===== src/rtl/adder_pkg.sv =====
// Shared types and constants for the nibble-serial adder.
package adder_pkg;

  // Sequencer states: wait for operands, add one nibble per cycle, present result.
  typedef enum logic [1:0] {
    IDLE,
    RUN,
    DONE
  } add_state_t;

  // Width of the adder slice that is reused on every cycle.
  localparam int NIB_W = 4;

endpackage


===== src/rtl/nibble_serial_adder_rca.sv =====
// 4-bit ripple-carry adder slice.
module rca (
  input  logic [3:0] a,
  input  logic [3:0] b,
  input  logic       cin,
  output logic [3:0] sum,
  output logic       carry
);

  logic [4:0] c;

  // Chain of full adders, carry rippling from bit 0 upward.
  always_comb begin
    c    = '0;
    sum  = '0;
    c[0] = cin;
    for (int unsigned i = 0; i < 4; i++) begin
      sum[i]   = a[i] ^ b[i] ^ c[i];
      c[i + 1] = (a[i] & b[i]) | (c[i] & (a[i] ^ b[i]));
    end
    carry = c[4];
  end

endmodule


===== src/rtl/nibble_serial_adder.sv =====
// WIDTH-bit adder that reuses one 4-bit rca slice, one nibble per clock,
// with valid/ready handshakes on the operand and result sides.
module nibble_serial_adder
  import adder_pkg::*;
#(
  parameter int WIDTH = 16,
  parameter int NIB   = WIDTH / NIB_W
) (
  input  logic             clk,
  input  logic             rst,
  input  logic             in_valid,
  output logic             in_ready,
  input  logic [WIDTH-1:0] a,
  input  logic [WIDTH-1:0] b,
  input  logic             cin,
  output logic             out_valid,
  input  logic             out_ready,
  output logic [WIDTH-1:0] sum,
  output logic             cout,
  output logic             ovf
);

  localparam int IDX_W = $clog2(NIB);
  localparam logic [IDX_W-1:0] IDX_LAST = IDX_W'(NIB - 1);

  add_state_t       state_q;
  add_state_t       state_d;
  logic [WIDTH-1:0] a_sr;
  logic [WIDTH-1:0] b_sr;
  logic [WIDTH-1:0] sum_sr;
  logic             carry_q;
  logic             a_msb;
  logic             b_msb;
  logic [IDX_W-1:0] idx;
  logic [NIB_W-1:0] nib_sum;
  logic             nib_carry;
  logic             accept;

  assign accept = in_valid && (state_q == IDLE);

  rca u_rca (
    .a     (a_sr[NIB_W-1:0]),
    .b     (b_sr[NIB_W-1:0]),
    .cin   (carry_q),
    .sum   (nib_sum),
    .carry (nib_carry)
  );

  // State register.
  always_ff @(posedge clk or posedge rst) begin
    if (rst) begin
      state_q <= IDLE;
    end else begin
      state_q <= state_d;
    end
  end

  // Next-state and handshake/result outputs, decoded from the state register.
  always_comb begin
    state_d   = state_q;
    in_ready  = 1'b0;
    out_valid = 1'b0;
    sum       = '0;
    cout      = 1'b0;
    ovf       = 1'b0;
    case (state_q)
      IDLE: begin
        in_ready = !rst;
        if (accept) begin
          state_d = RUN;
        end
      end
      RUN: begin
        if (idx == IDX_LAST) begin
          state_d = DONE;
        end
      end
      DONE: begin
        out_valid = 1'b1;
        sum       = sum_sr;
        cout      = carry_q;
        ovf       = (a_msb == b_msb) && (sum_sr[WIDTH-1] != a_msb);
        if (out_ready) begin
          state_d = IDLE;
        end
      end
      default: state_d = IDLE;
    endcase
  end

  // Operand capture, nibble-wise shifting, carry chaining and nibble index.
  always_ff @(posedge clk or posedge rst) begin
    if (rst) begin
      a_sr    <= '0;
      b_sr    <= '0;
      sum_sr  <= '0;
      carry_q <= 1'b0;
      a_msb   <= 1'b0;
      b_msb   <= 1'b0;
      idx     <= '0;
    end else begin
      if (accept) begin
        a_sr    <= a;
        b_sr    <= b;
        carry_q <= cin;
        a_msb   <= a[WIDTH-1];
        b_msb   <= b[WIDTH-1];
        idx     <= '0;
      end else if (state_q == RUN) begin
        // Result nibbles enter at the top so nibble 0 ends up in the low bits.
        sum_sr  <= {nib_sum, sum_sr[WIDTH-1:NIB_W]};
        carry_q <= nib_carry;
        a_sr    <= a_sr >> NIB_W;
        b_sr    <= b_sr >> NIB_W;
        if (idx != IDX_LAST) begin
          idx <= idx + IDX_W'(1);
        end
      end
    end
  end

endmodule


===== config.mk =====
export PLATFORM = sky130hd
export DESIGN_NAME = nibble_serial_adder
export DESIGN_NICKNAME = d
export VERILOG_FILES = /design/src/rtl/adder_pkg.sv /design/src/rtl/nibble_serial_adder_rca.sv /design/src/rtl/nibble_serial_adder.sv
export SDC_FILE = /design/constraint.sdc
export NUM_CORES = 1
export LEC_CHECK = 0
export ABC_AREA = 1
export BUFFER_PORTS_ARGS = -buffer_cell sky130_fd_sc_hd__buf_2
export CORE_ASPECT_RATIO = 1.5
export CORE_MARGIN = 5
export CORE_UTILIZATION = 53
export CTS_BUF_LIST = sky130_fd_sc_hd__clkbuf_8 sky130_fd_sc_hd__clkbuf_16
export DETAILED_ROUTE_END_ITERATION = 6
export PLACE_DENSITY = 0.88
export SLEW_MARGIN = 5
export SYNTH_ARGS = -nofsm -noshare
export SYNTH_HDL_FRONTEND = slang
export SYNTH_SLANG_ARGS = --single-unit

===== constraint.sdc =====
create_clock -name clk -period 3.15 [get_ports clk]
set_clock_uncertainty 0.15 [all_clocks]
set_input_delay 0.1575 -clock clk [delete_from_list [all_inputs] [get_ports clk]]
set_output_delay 0.1575 -clock clk [all_outputs]
set_load 0.03 [all_outputs]

==> implementation parameters, run 1 <==
Parameter                              Value

Status
  Status    finished, violations left
  Violations in the final reports    hold timing

Logic synthesis
  Yosys synthesis warning count    0
  Combined area of all synthesized cells    0.00257 mm^2
  Register area share after synthesis    53.6%
  Average footprint of a synthesized cell    8.21 um^2
  Synthesized net count    355
  Post-synthesis instance total    313
  Flip-flop and latch count after synthesis    55
  Number of distinct library cells after synthesis    21

Setup path
  Kind of end point of the critical path    flip-flop
  Critical Path Fanout Max    2
  Worst Path Arrival    2.40 ns
  Kind of launch point of the worst setup path    flip-flop
  Data required time at the worst endpoint    3.23 ns
  Worst Setup Path Type    flip-flop to flip-flop

STA
  Unrepaired setup endpoints after global routing    no
  Final Cycle Share    73.6%
  Final count of negative-setup-slack endpoints    0
  Number of max-slew violations in the final report    0
  Clock period minus final worst setup slack    2.32 ns
  Worst hold margin    -0.00220 ns
  Final hold violation count    9
  Setup total negative slack    0 ns
  Maximum frequency from static timing analysis    431 MHz
  Tightest Pin Transition    1.22 ns
  Rel. slew slack    18.8%

Cells and area
  Relative area change from synthesis to final layout    27.8%
  Fill count    376
  Final layout net count    433
  Number of antenna repair diodes    0
  Post-Layout Cell Count    458
  Core occupancy in the finished layout    68.8%
  Share of layout cells above drive strength 1    18.6%
  Fin area    0.00328 mm^2

Clocking
  CTS root buffer    sky130_fd_sc_hd__clkbuf_8
  Total clock sinks    55
  Clock Latency Late Sink    0.31 ns
  CTS tree    built
  H-Tree Depth    2
  Total CTS buffers    5
  Post-CTS clock slew at the launch and capture registers of the worst setup and hold paths    0.10 ns
  Number of buffers on the longest clock path    2
  Resize count post-CTS    0
  Count of hold-fix buffers inserted at cts    32
  Post-CTS setup-driven buffer insertion count    0

Global route
  Largest net degree at the start of global routing    56
  Wire length of the first global-routing pass    10.3 mm
  Number of antenna violations at the first check in global routing    0
  Aggregate global routing overflow    0
  Via count of the first global-routing pass    2309
  GRT Resource Usage Total    20.7%

Place
  Number of placed cells counting well taps    418
  Instance area after placement    0.00285 mm^2
  Buffers added on ports    56
  Last weighted congestion value of the routability-driven placer    0.753
  Post-detailed-placement half-perimeter wirelength    3.57 mm

Detailed routing
  Violation count after the first detailed-routing iteration    105
  Routed length per placed instance    12.8 um
  DRC violation count after routing    0
  Vias post-DR    2290
  Post-DRT Antenna Nets    0
  Aggregate routed wire length    5.86 mm
  Detailed-routing iteration count for the pre-antenna-repair pass    4
  Avg Vias per Cell    5.00

Floorplan
  Area inside the core boundary    0.00477 mm^2
  Rows    31
  Die ar.    0.00637 mm^2
  Die boundary width    66.9 um
  Starting density of the core    53.9%
  Vertical die dimension    95.3 um
  I/O pin count    57

Job
  Max-cap violations    0

Pwr
  Static Leak    1.73 nW
  Largest vdd supply drop    533 uV
  Power density normalized to cell area    842 mW/mm^2

Min path
  Classification of the worst-slack hold path    input port to asynchronous set/reset pin
state kept, by name (all words and copies together) (netlist names):
register / cells
b_sr: 16
sum_sr: 16
state_q: 2
a_msb: 1
b_msb: 1
carry_q: 1
idx: 2
a_sr: 16
metal layers:
layer / wire [um] / vias to the layer above / GRT usage [%]
li1: - / 1136 / -
met1: 2340 / 1073 / 25.3
met2: 3080 / 74 / 36.6
met3: 348 / 7 / 4.48
met4: 88 / 0 / 5.75
met5: 0 / - / 0
synth_stat cells:
| master | n | share of area [%] |
|---|---|---|
| sky130_fd_sc_hd__o22ai_1 | 1 | 0.24 |
| sky130_fd_sc_hd__nand4_1 | 1 | 0.24 |
| sky130_fd_sc_hd__fa_1 | 4 | 3.1 |
| sky130_fd_sc_hd__buf_2 | 11 | 2.1 |
| sky130_fd_sc_hd__nor2_2 | 1 | 0.24 |
| sky130_fd_sc_hd__buf_4 | 3 | 0.88 |
| sky130_fd_sc_hd__clkbuf_2 | 1 | 0.19 |
| sky130_fd_sc_hd__clkbuf_1 | 3 | 0.44 |
| sky130_fd_sc_hd__nand3_1 | 60 | 12 |
| sky130_fd_sc_hd__nand2_1 | 91 | 13 |
| sky130_fd_sc_hd__o21ai_1 | 10 | 1.9 |
| sky130_fd_sc_hd__o21ai_0 | 11 | 2.1 |
| sky130_fd_sc_hd__nand2_2 | 1 | 0.24 |
| sky130_fd_sc_hd__inv_1 | 34 | 5.0 |
| sky130_fd_sc_hd__nor2_4 | 1 | 0.44 |
| sky130_fd_sc_hd__dfrtp_1 | 55 | 54 |
| sky130_fd_sc_hd__ha_1 | 1 | 0.49 |
| sky130_fd_sc_hd__inv_2 | 3 | 0.44 |
| sky130_fd_sc_hd__o21ai_2 | 1 | 0.34 |
| sky130_fd_sc_hd__a21oi_1 | 1 | 0.19 |
| sky130_fd_sc_hd__nor2_1 | 19 | 2.8 |
power breakdown:
group	internal (mW)	switching [mW]	total, mW	leakage, nW
Combinational	0.376	0.728	1.10	0.960
Clock	0.258	0.226	0.483	0.0612
Sequential	1.00	0.177	1.18	0.705
worst max-delay path, cell delays in order (launching register included):
cell,delay [ns]
sky130_fd_sc_hd__dfrtp_1,0.41
sky130_fd_sc_hd__fa_1,0.43
sky130_fd_sc_hd__inv_1,0.08
sky130_fd_sc_hd__fa_1,0.16
sky130_fd_sc_hd__inv_1,0.05
sky130_fd_sc_hd__fa_1,0.35
sky130_fd_sc_hd__inv_1,0.07
sky130_fd_sc_hd__fa_1,0.40
sky130_fd_sc_hd__o21ai_1,0.14
cells in the final DEF (no fill, tap or decap), types with 4 or more instances in the layout:
cell type,count
sky130_fd_sc_hd__nand3_1,60
sky130_fd_sc_hd__buf_2,56
sky130_fd_sc_hd__clkbuf_8,6
sky130_fd_sc_hd__inv_1,33
sky130_fd_sc_hd__nor2_1,19
sky130_fd_sc_hd__inv_2,4
sky130_fd_sc_hd__o21ai_0,11
sky130_fd_sc_hd__nand2_1,91
sky130_fd_sc_hd__fa_1,4
sky130_fd_sc_hd__dfrtp_1,55
sky130_fd_sc_hd__o21ai_1,10
sky130_fd_sc_hd__dlygate4sd3_1,32
cell families after synthesis:
group	share of synthesized area, %
DFF	53.6
and+or+nand+nor	28.9
AOI/OAI and AO/OA	4.87
adders and majority gates	3.60
buffers and inverters	9.05
layout make-up:
class / count / area, um^2 / share of cell area, %
repair buffers: 89 / 608 / 18.5
multi-input cells: 203 / 961 / 29.3
clock buffers: 6 / 82.6 / 2.51
flip-flops and latches: 55 / 1380 / 41.9
well taps: 66 / 82.6 / 2.51
inverters: 37 / 139 / 4.23
clock inverters: 2 / 35.0 / 1.07
path summary, 6_finish.rpt:
check                                           from                     end  slack [ns]  depth (start not counted)
worst max-delay path             a_sr[0]$_DFFE_PP0P_  sum_sr[15]$_DFFE_PP0P_        0.83                          8
worst min-delay path                             rst     b_sr[5]$_DFFE_PP0P_      -0.002                          2
worst max register to register   a_sr[0]$_DFFE_PP0P_  sum_sr[15]$_DFFE_PP0P_        0.83                          8
worst min register to register  b_sr[12]$_DFFE_PP0P_    b_sr[12]$_DFFE_PP0P_        0.33                          2
max in group asynchronous                        rst   sum_sr[8]$_DFFE_PP0P_        2.17                          2
min in group clk                                b[4]     b_sr[4]$_DFFE_PP0P_        0.01                          5
metrics by stage:
stage / power [mW] / setup slack, ns / hold WS [ns]
after floorplan: 2.06 / 0.963 / 0.110
after global placement: 2.21 / 0.926 / 0.220
after detailed placement: 2.27 / 0.829 / 0.228
after CTS: 2.78 / 0.808 / 0.00796
after global routing: 3.03 / 0.728 / 0.0341
final: 2.77 / 0.831 / -0.00220
(Power assumes the default switching activity.)
==> run 2: changes to the inputs <==
--- a/config.mk
+++ b/config.mk
@@ -9,10 +9,10 @@
 export BUFFER_PORTS_ARGS = -buffer_cell sky130_fd_sc_hd__buf_2
 export CORE_ASPECT_RATIO = 1.5
 export CORE_MARGIN = 5
-export CORE_UTILIZATION = 53
+export CORE_UTILIZATION = 48
 export CTS_BUF_LIST = sky130_fd_sc_hd__clkbuf_8 sky130_fd_sc_hd__clkbuf_16
 export DETAILED_ROUTE_END_ITERATION = 6
-export PLACE_DENSITY = 0.88
+export PLACE_DENSITY = 0.85
 export SLEW_MARGIN = 5
 export SYNTH_ARGS = -nofsm -noshare
 export SYNTH_HDL_FRONTEND = slang
==> constraint.sdc (replaced) <==
create_clock -name clk -period 2.1 [get_ports clk]
set_clock_uncertainty 0.15 [all_clocks]
set_input_delay 0.105 -clock clk [delete_from_list [all_inputs] [get_ports clk]]
set_output_delay 0.105 -clock clk [all_outputs]
set_load 0.03 [all_outputs]
==> implementation parameters, run 2 (same netlist as run 1, synthesis figures left out) <==
Parameter                              Value

Status
  Status    finished, violations left
  Violations in the final reports    setup timing

Floorplan
  Vertical die dimension    99.6 um
  Die boundary width    69.7 um
  Starting density of the core    49.8%
  I/O pin count    57
  Area inside the core boundary    0.00516 mm^2
  Die ar.    0.00695 mm^2
  Rows    32

Cells and area
  Highest-count cells in the layout ignoring fill and taps    91 x sky130_fd_sc_hd__nand2_1, 60 x sky130_fd_sc_hd__nand3_1, 56 x sky130_fd_sc_hd__buf_2
  Final layout net count    442
  Fill count    435
  Relative area change from synthesis to final layout    29.8%
  Number of antenna repair diodes    0
  Area occupied by multi-input gates    966 um^2
  Largest registers    a_sr (16), b_sr (16), sum_sr (16)
  Share of layout cells above drive strength 1    20.9%
  Most common library cell in the layout ignoring fill and taps    sky130_fd_sc_hd__nand2_1
  Area of all sequential standard cells    0.00138 mm^2
  Core occupancy in the finished layout    64.6%

Pwr
  Sw frac    42.3%
  Clock Power Share    14.2%
  Power density normalized to cell area    1220 mW/mm^2
  Part of the power in registers    43.4%
  Internal power component    2.35 mW
  Static Leak    1.75 nW
  P_sw    1.73 mW
  Largest vdd supply drop    671 uV
  Combinational Power Share    42.4%

Min path
  Classification of the worst-slack hold path    input port to flip-flop
  Startpoint of the most critical hold path    in_valid

STA
  Final hold violation count    0
  Clock period minus final worst setup slack    2.20 ns
  Tightest Pin Transition    0.431 ns
  Number of max-slew violations in the final report    0
  Setup total negative slack    -0.101 ns
  Final Cycle Share    105%
  Setup ws final    -0.0958 ns
  Final count of negative-setup-slack endpoints    2
  Unrepaired setup endpoints after global routing    yes
  Maximum frequency from static timing analysis    455 MHz
  Worst hold margin    0.149 ns
  Rel. slew slack    71.2%

Global route
  Wire length of the first global-routing pass    10.7 mm
  Number of antenna violations at the first check in global routing    0
  Via count of the first global-routing pass    2460
  GRT Resource Usage Total    18.7%
  Aggregate global routing overflow    0
  Largest net degree at the start of global routing    34

Detailed routing
  DRC violation count after routing    0
  Aggregate routed wire length    5.99 mm
  Vias post-DR    2325
  Detailed-routing iteration count for the pre-antenna-repair pass    4
  Avg Vias per Cell    4.96
  Violation count after the first detailed-routing iteration    100
  Routed length per placed instance    12.8 um
  Post-DRT Antenna Nets    0

Setup path
  Startpoint of the worst register-to-register path    carry_q$_DFFE_PP0P_
  Kind of launch point of the worst setup path    flip-flop
  Worst Path Arrival    2.28 ns
  CP max stage delay    0.42 ns
  Worst Setup Path Type    flip-flop to flip-flop
  Most Frequent Cell on Critical Path    sky130_fd_sc_hd__inv_2
  Chain of cells forming the critical path    fa_2 -> inv_2 -> fa_1 -> inv_2 -> fa_2 -> inv_2 -> fa_1 -> o21ai_1
  Data required time at the worst endpoint    2.19 ns
  Critical Path Fanout Max    2
  Kind of end point of the critical path    flip-flop
  Setup crit start    carry_q$_DFFE_PP0P_
  Slowest cell on the critical path    sky130_fd_sc_hd__dfrtp_1

Place
  Buffers added on ports    56
  Last weighted congestion value of the routability-driven placer    0.760
  Worst slack at placement    -0.137 ns
  Post-detailed-placement half-perimeter wirelength    3.84 mm

Clocking
  Total clock sinks    55
  H-Tree Depth    2
  CTS root buffer    sky130_fd_sc_hd__clkbuf_8
  CTS tree    built
  Number of buffers on the longest clock path    2
  Clock Latency Late Sink    0.31 ns
  Total CTS buffers    5
  Post-CTS clock slew at the launch and capture registers of the worst setup and hold paths    0.10 ns

Job
  Max-cap violations    0
==> run 2: cell type report <==
cell class	instances	share of cell area, %
Clock inverter	3	0.562
Clock buffer	5	2.06
Multi-Input combinational cell	203	28.9
Tap cell	68	2.55
Sequential cell	55	41.2
Inverter	37	4.16
Timing Repair Buffer	98	20.5
==> run 2: path summary, 6_finish.rpt <==
check	end	cells past startpoint	slack, ns
worst max-delay path	sum_sr[15]$_DFFE_PP0P_	8	-0.1
max in group asynchronous	a_sr[1]$_DFFE_PP0P_	4	0.99
worst min register to register	b_sr[13]$_DFFE_PP0P_	2	0.33
min in group asynchronous	a_sr[14]$_DFFE_PP0P_	3	0.16
worst min-delay path	state_q[0]$_DFFE_PP0P_	3	0.15
worst max register to register	sum_sr[15]$_DFFE_PP0P_	8	-0.1
==> run 2: metrics by stage <==
step	std cells	instance area [um^2]	power, mW
after floorplan	313	2570	3.09
after global placement	426	2900	3.35
after detailed placement	426	2900	3.46
after CTS	469	3340	4.10
after global routing	469	3340	4.48
final	469	3340	4.08
==> run 2: power groups by stage <==
| stage | registers [mW] | clock network [mW] | logic, mW |
|---|---|---|---|
| finish | 1.77 | 0.580 | 1.73 |
| global route | 1.82 | 0.621 | 2.03 |
| CTS | 1.77 | 0.593 | 1.74 |
| global placement | 1.76 | 0 | 1.59 |
| detailed placement | 1.79 | 0 | 1.67 |
| floorplan | 1.70 | 0 | 1.39 |
==> run 2: what timing repair did <==
action                                  4_1_cts  5_1_grt
hold endpoints to repair                     91        0
resized for setup                             3        1
buffers inserted                              0        0
endpoints found under the setup margin        1        2
pin swaps                                     4        1
gates cloned                                  0        0
hold buffers                                 35        0
==> run 2: per-layer routing <==
| layer | up-vias | global-route usage [%] | wire (um) |
|---|---|---|---|
| li1 | 1149 | - | - |
| met1 | 1106 | 22.2 | 2480 |
| met2 | 56 | 33.5 | 3100 |
| met3 | 14 | 4.15 | 276 |
| met4 | 0 | 6.05 | 127 |
| met5 | - | 0 | 0 |
==> run 2: worst max-delay path, delay by kind of cell (launching register included) <==
kind                     cells  cell delay [ns]
adder cells (fa/ha/maj)      4             1.28
buffers and inverters        3             0.17
AO/OA/AOI/OAI                1             0.13
flip-flops                   1             0.42
==> run 3: changes to the inputs <==
==> constraint.sdc (replaced) <==
create_clock -name clk -period 1.8 [get_ports clk]
set_clock_uncertainty 0.15 [all_clocks]
set_input_delay 0.09 -clock clk [delete_from_list [all_inputs] [get_ports clk]]
set_output_delay 0.09 -clock clk [all_outputs]
set_load 0.03 [all_outputs]
==> implementation parameters, run 3 (same netlist as run 1, synthesis figures left out) <==
Parameter                              Value

Pwr
  Part of the power in registers    42.4%
  P_sw    2.07 mW
  Internal power component    2.83 mW
  Design Power    4.90 mW
  Combinational Power Share    42.8%
  Clock Power Share    14.8%
  Largest vdd supply drop    1110 uV
  Sw frac    42.3%
  Power density normalized to cell area    1440 mW/mm^2
  Static Leak    1.76 nW

STA
  Final hold violation count    0
  Final count of negative-setup-slack endpoints    3
  Setup ws final    -0.411 ns
  Final Cycle Share    123%
  Tightest Pin Transition    0.460 ns
  Worst hold margin    0.218 ns
  Rel. slew slack    69.3%
  Number of max-slew violations in the final report    0
  Maximum frequency from static timing analysis    452 MHz
  Unrepaired setup endpoints after global routing    yes
  Setup total negative slack    -0.805 ns
  Clock period minus final worst setup slack    2.21 ns

Setup path
  Kind of cell adding the most delay to the critical path    adder cells
  Buf+Inv Stages, Crit Path    3
  Setup crit start    carry_q$_DFFE_PP0P_
  Worst Path Arrival    2.31 ns
  Number of stages on the worst setup path    8
  Number of cells traversed by the worst register-to-register path    8
  Kind of end point of the critical path    flip-flop
  Slack of the worst reg-to-reg path    -0.41 ns
  Setup crit end    sum_sr[15]$_DFFE_PP0P_
  Critical Path Fanout Max    2
  Chain of cells forming the critical path    fa_2 -> inv_2 -> fa_1 -> inv_1 -> fa_2 -> inv_2 -> fa_1 -> o21ai_1
  Kind of launch point of the worst setup path    flip-flop
  Worst Setup Path Type    flip-flop to flip-flop
  Worst reg2reg endpoint    sum_sr[15]$_DFFE_PP0P_
  Slowest cell on the critical path    sky130_fd_sc_hd__dfrtp_1
  Data required time at the worst endpoint    1.90 ns
  CP max stage delay    0.42 ns
  Startpoint of the worst register-to-register path    carry_q$_DFFE_PP0P_

Clocking
  Post-CTS clock slew at the launch and capture registers of the worst setup and hold paths    0.10 ns
  Number of buffers on the longest clock path    2
  Clock Latency Late Sink    0.31 ns
  Total clock sinks    55
  Total CTS buffers    5
  CTS root buffer    sky130_fd_sc_hd__clkbuf_8
  CTS tree    built
  H-Tree Depth    2

Global route
  GRT Resource Usage Total    18.9%
  Number of antenna violations at the first check in global routing    0
  Via count of the first global-routing pass    2380
  Wire length of the first global-routing pass    10.6 mm
  Aggregate global routing overflow    0
  Largest net degree at the start of global routing    56

Floorplan
  Area inside the core boundary    0.00516 mm^2
  Die ar.    0.00695 mm^2
  Vertical die dimension    99.6 um
  Starting density of the core    49.8%
  Rows    32
  Die boundary width    69.7 um
  I/O pin count    57

Place
  Buffers added on ports    56
  Last weighted congestion value of the routability-driven placer    0.789
  Post-detailed-placement half-perimeter wirelength    3.73 mm

Detailed routing
  DRC violation count after routing    0
  Vias post-DR    2358
  Avg Vias per Cell    5.01
  Detailed-routing iteration count for the pre-antenna-repair pass    4
  Violation count after the first detailed-routing iteration    114
  Post-DRT Antenna Nets    0
  Aggregate routed wire length    6.00 mm
  Routed length per placed instance    12.7 um

Cells and area
  Largest registers    a_sr (16), b_sr (16), sum_sr (16)
  Number of antenna repair diodes    0
  Fill count    415
  Highest-count cells in the layout ignoring fill and taps    91 x sky130_fd_sc_hd__nand2_1, 60 x sky130_fd_sc_hd__nand3_1, 56 x sky130_fd_sc_hd__buf_2
  Final layout net count    444
  Share of layout cells above drive strength 1    23.6%
  Relative area change from synthesis to final layout    32.8%
  Core occupancy in the finished layout    66.1%
  Most common library cell in the layout ignoring fill and taps    sky130_fd_sc_hd__nand2_1

Status
  Violations in the final reports    setup timing
  Status    finished, violations left

Min path
  Classification of the worst-slack hold path    input port to asynchronous set/reset pin

Job
  Max-cap violations    0
run 3: cell count changes in the layout (fill, tap and decap cells not counted), sizes merged:
| cell | previous run | this run |
|---|---|---|
| clkinv | 2 | 1 |
| clkbuf | 5 | 6 |
| clkinvlp | 0 | 1 |
| dlygate4sd3 | 35 | 36 |
| inv | 38 | 37 |
| buf | 63 | 64 |
run 3: how the worst min path moves through the flow:
stage	from	end	slack, ns
after floorplan	out_ready	state_q[1]$_DFFE_PP0P_	0.04
after global placement	rst	b_sr[13]$_DFFE_PP0P_	0.02
after detailed placement	rst	b_sr[14]$_DFFE_PP0P_	0.03
after CTS	rst	a_sr[14]$_DFFE_PP0P_	0.24
after global routing	rst	a_sr[11]$_DFFE_PP0P_	0.27
final	rst	b_sr[14]$_DFFE_PP0P_	0.22
run 3: final cells by class:
class / count / area [um^2] / share of cell area, %
clock buffer: 6 / 82.6 / 2.42
clock inverter: 2 / 16.3 / 0.477
inverter: 37 / 141 / 4.14
multi-input combinational: 203 / 996 / 29.2
sequential: 55 / 1380 / 40.4
tap: 68 / 85.1 / 2.49
timing repair buffer: 100 / 713 / 20.9
run 3: timing repair:
action / in CTS / in global routing
setup buffers: 0 / 1
hold buffers: 36 / 0
resized for setup: 6 / 1
setup endpoints to repair: 15 / 17
pin swaps: 1 / 5
endpoints found under the hold margin: 91 / 0
run 3: tightest hold or removal path, delay by kind of cell:
family	cells	cell delay, ns
buf+inv	4	0.98
run 3: metrics by stage:
step	std cells	setup WS [ns]	instance area, um^2
after floorplan	313	-0.337	2600
after global placement	426	-0.371	2930
after detailed placement	426	-0.456	2930
after CTS	470	-0.433	3400
after global routing	471	-0.467	3410
final	471	-0.411	3410
run 3: power by group through the flow:
stage / clock network (mW) / registers (mW) / logic, mW
3_5_place_dp: 0 / 2.08 / 1.99
6_report: 0.725 / 2.08 / 2.10
3_3_place_gp: 0 / 2.06 / 1.89
5_1_grt: 0.781 / 2.14 / 2.44
2_1_floorplan: 0 / 1.99 / 1.64
4_1_cts: 0.732 / 2.07 / 2.07
run 3: per-layer routing:
metal  track usage (%)  vias to the layer above  routed length (um)
met5                 0                        -                   0
met4              8.70                        0                 179
met3              4.95                       14                 357
met2              32.7                       75                3150
met1              21.9                     1110                2310
li1                  -                     1159                   -
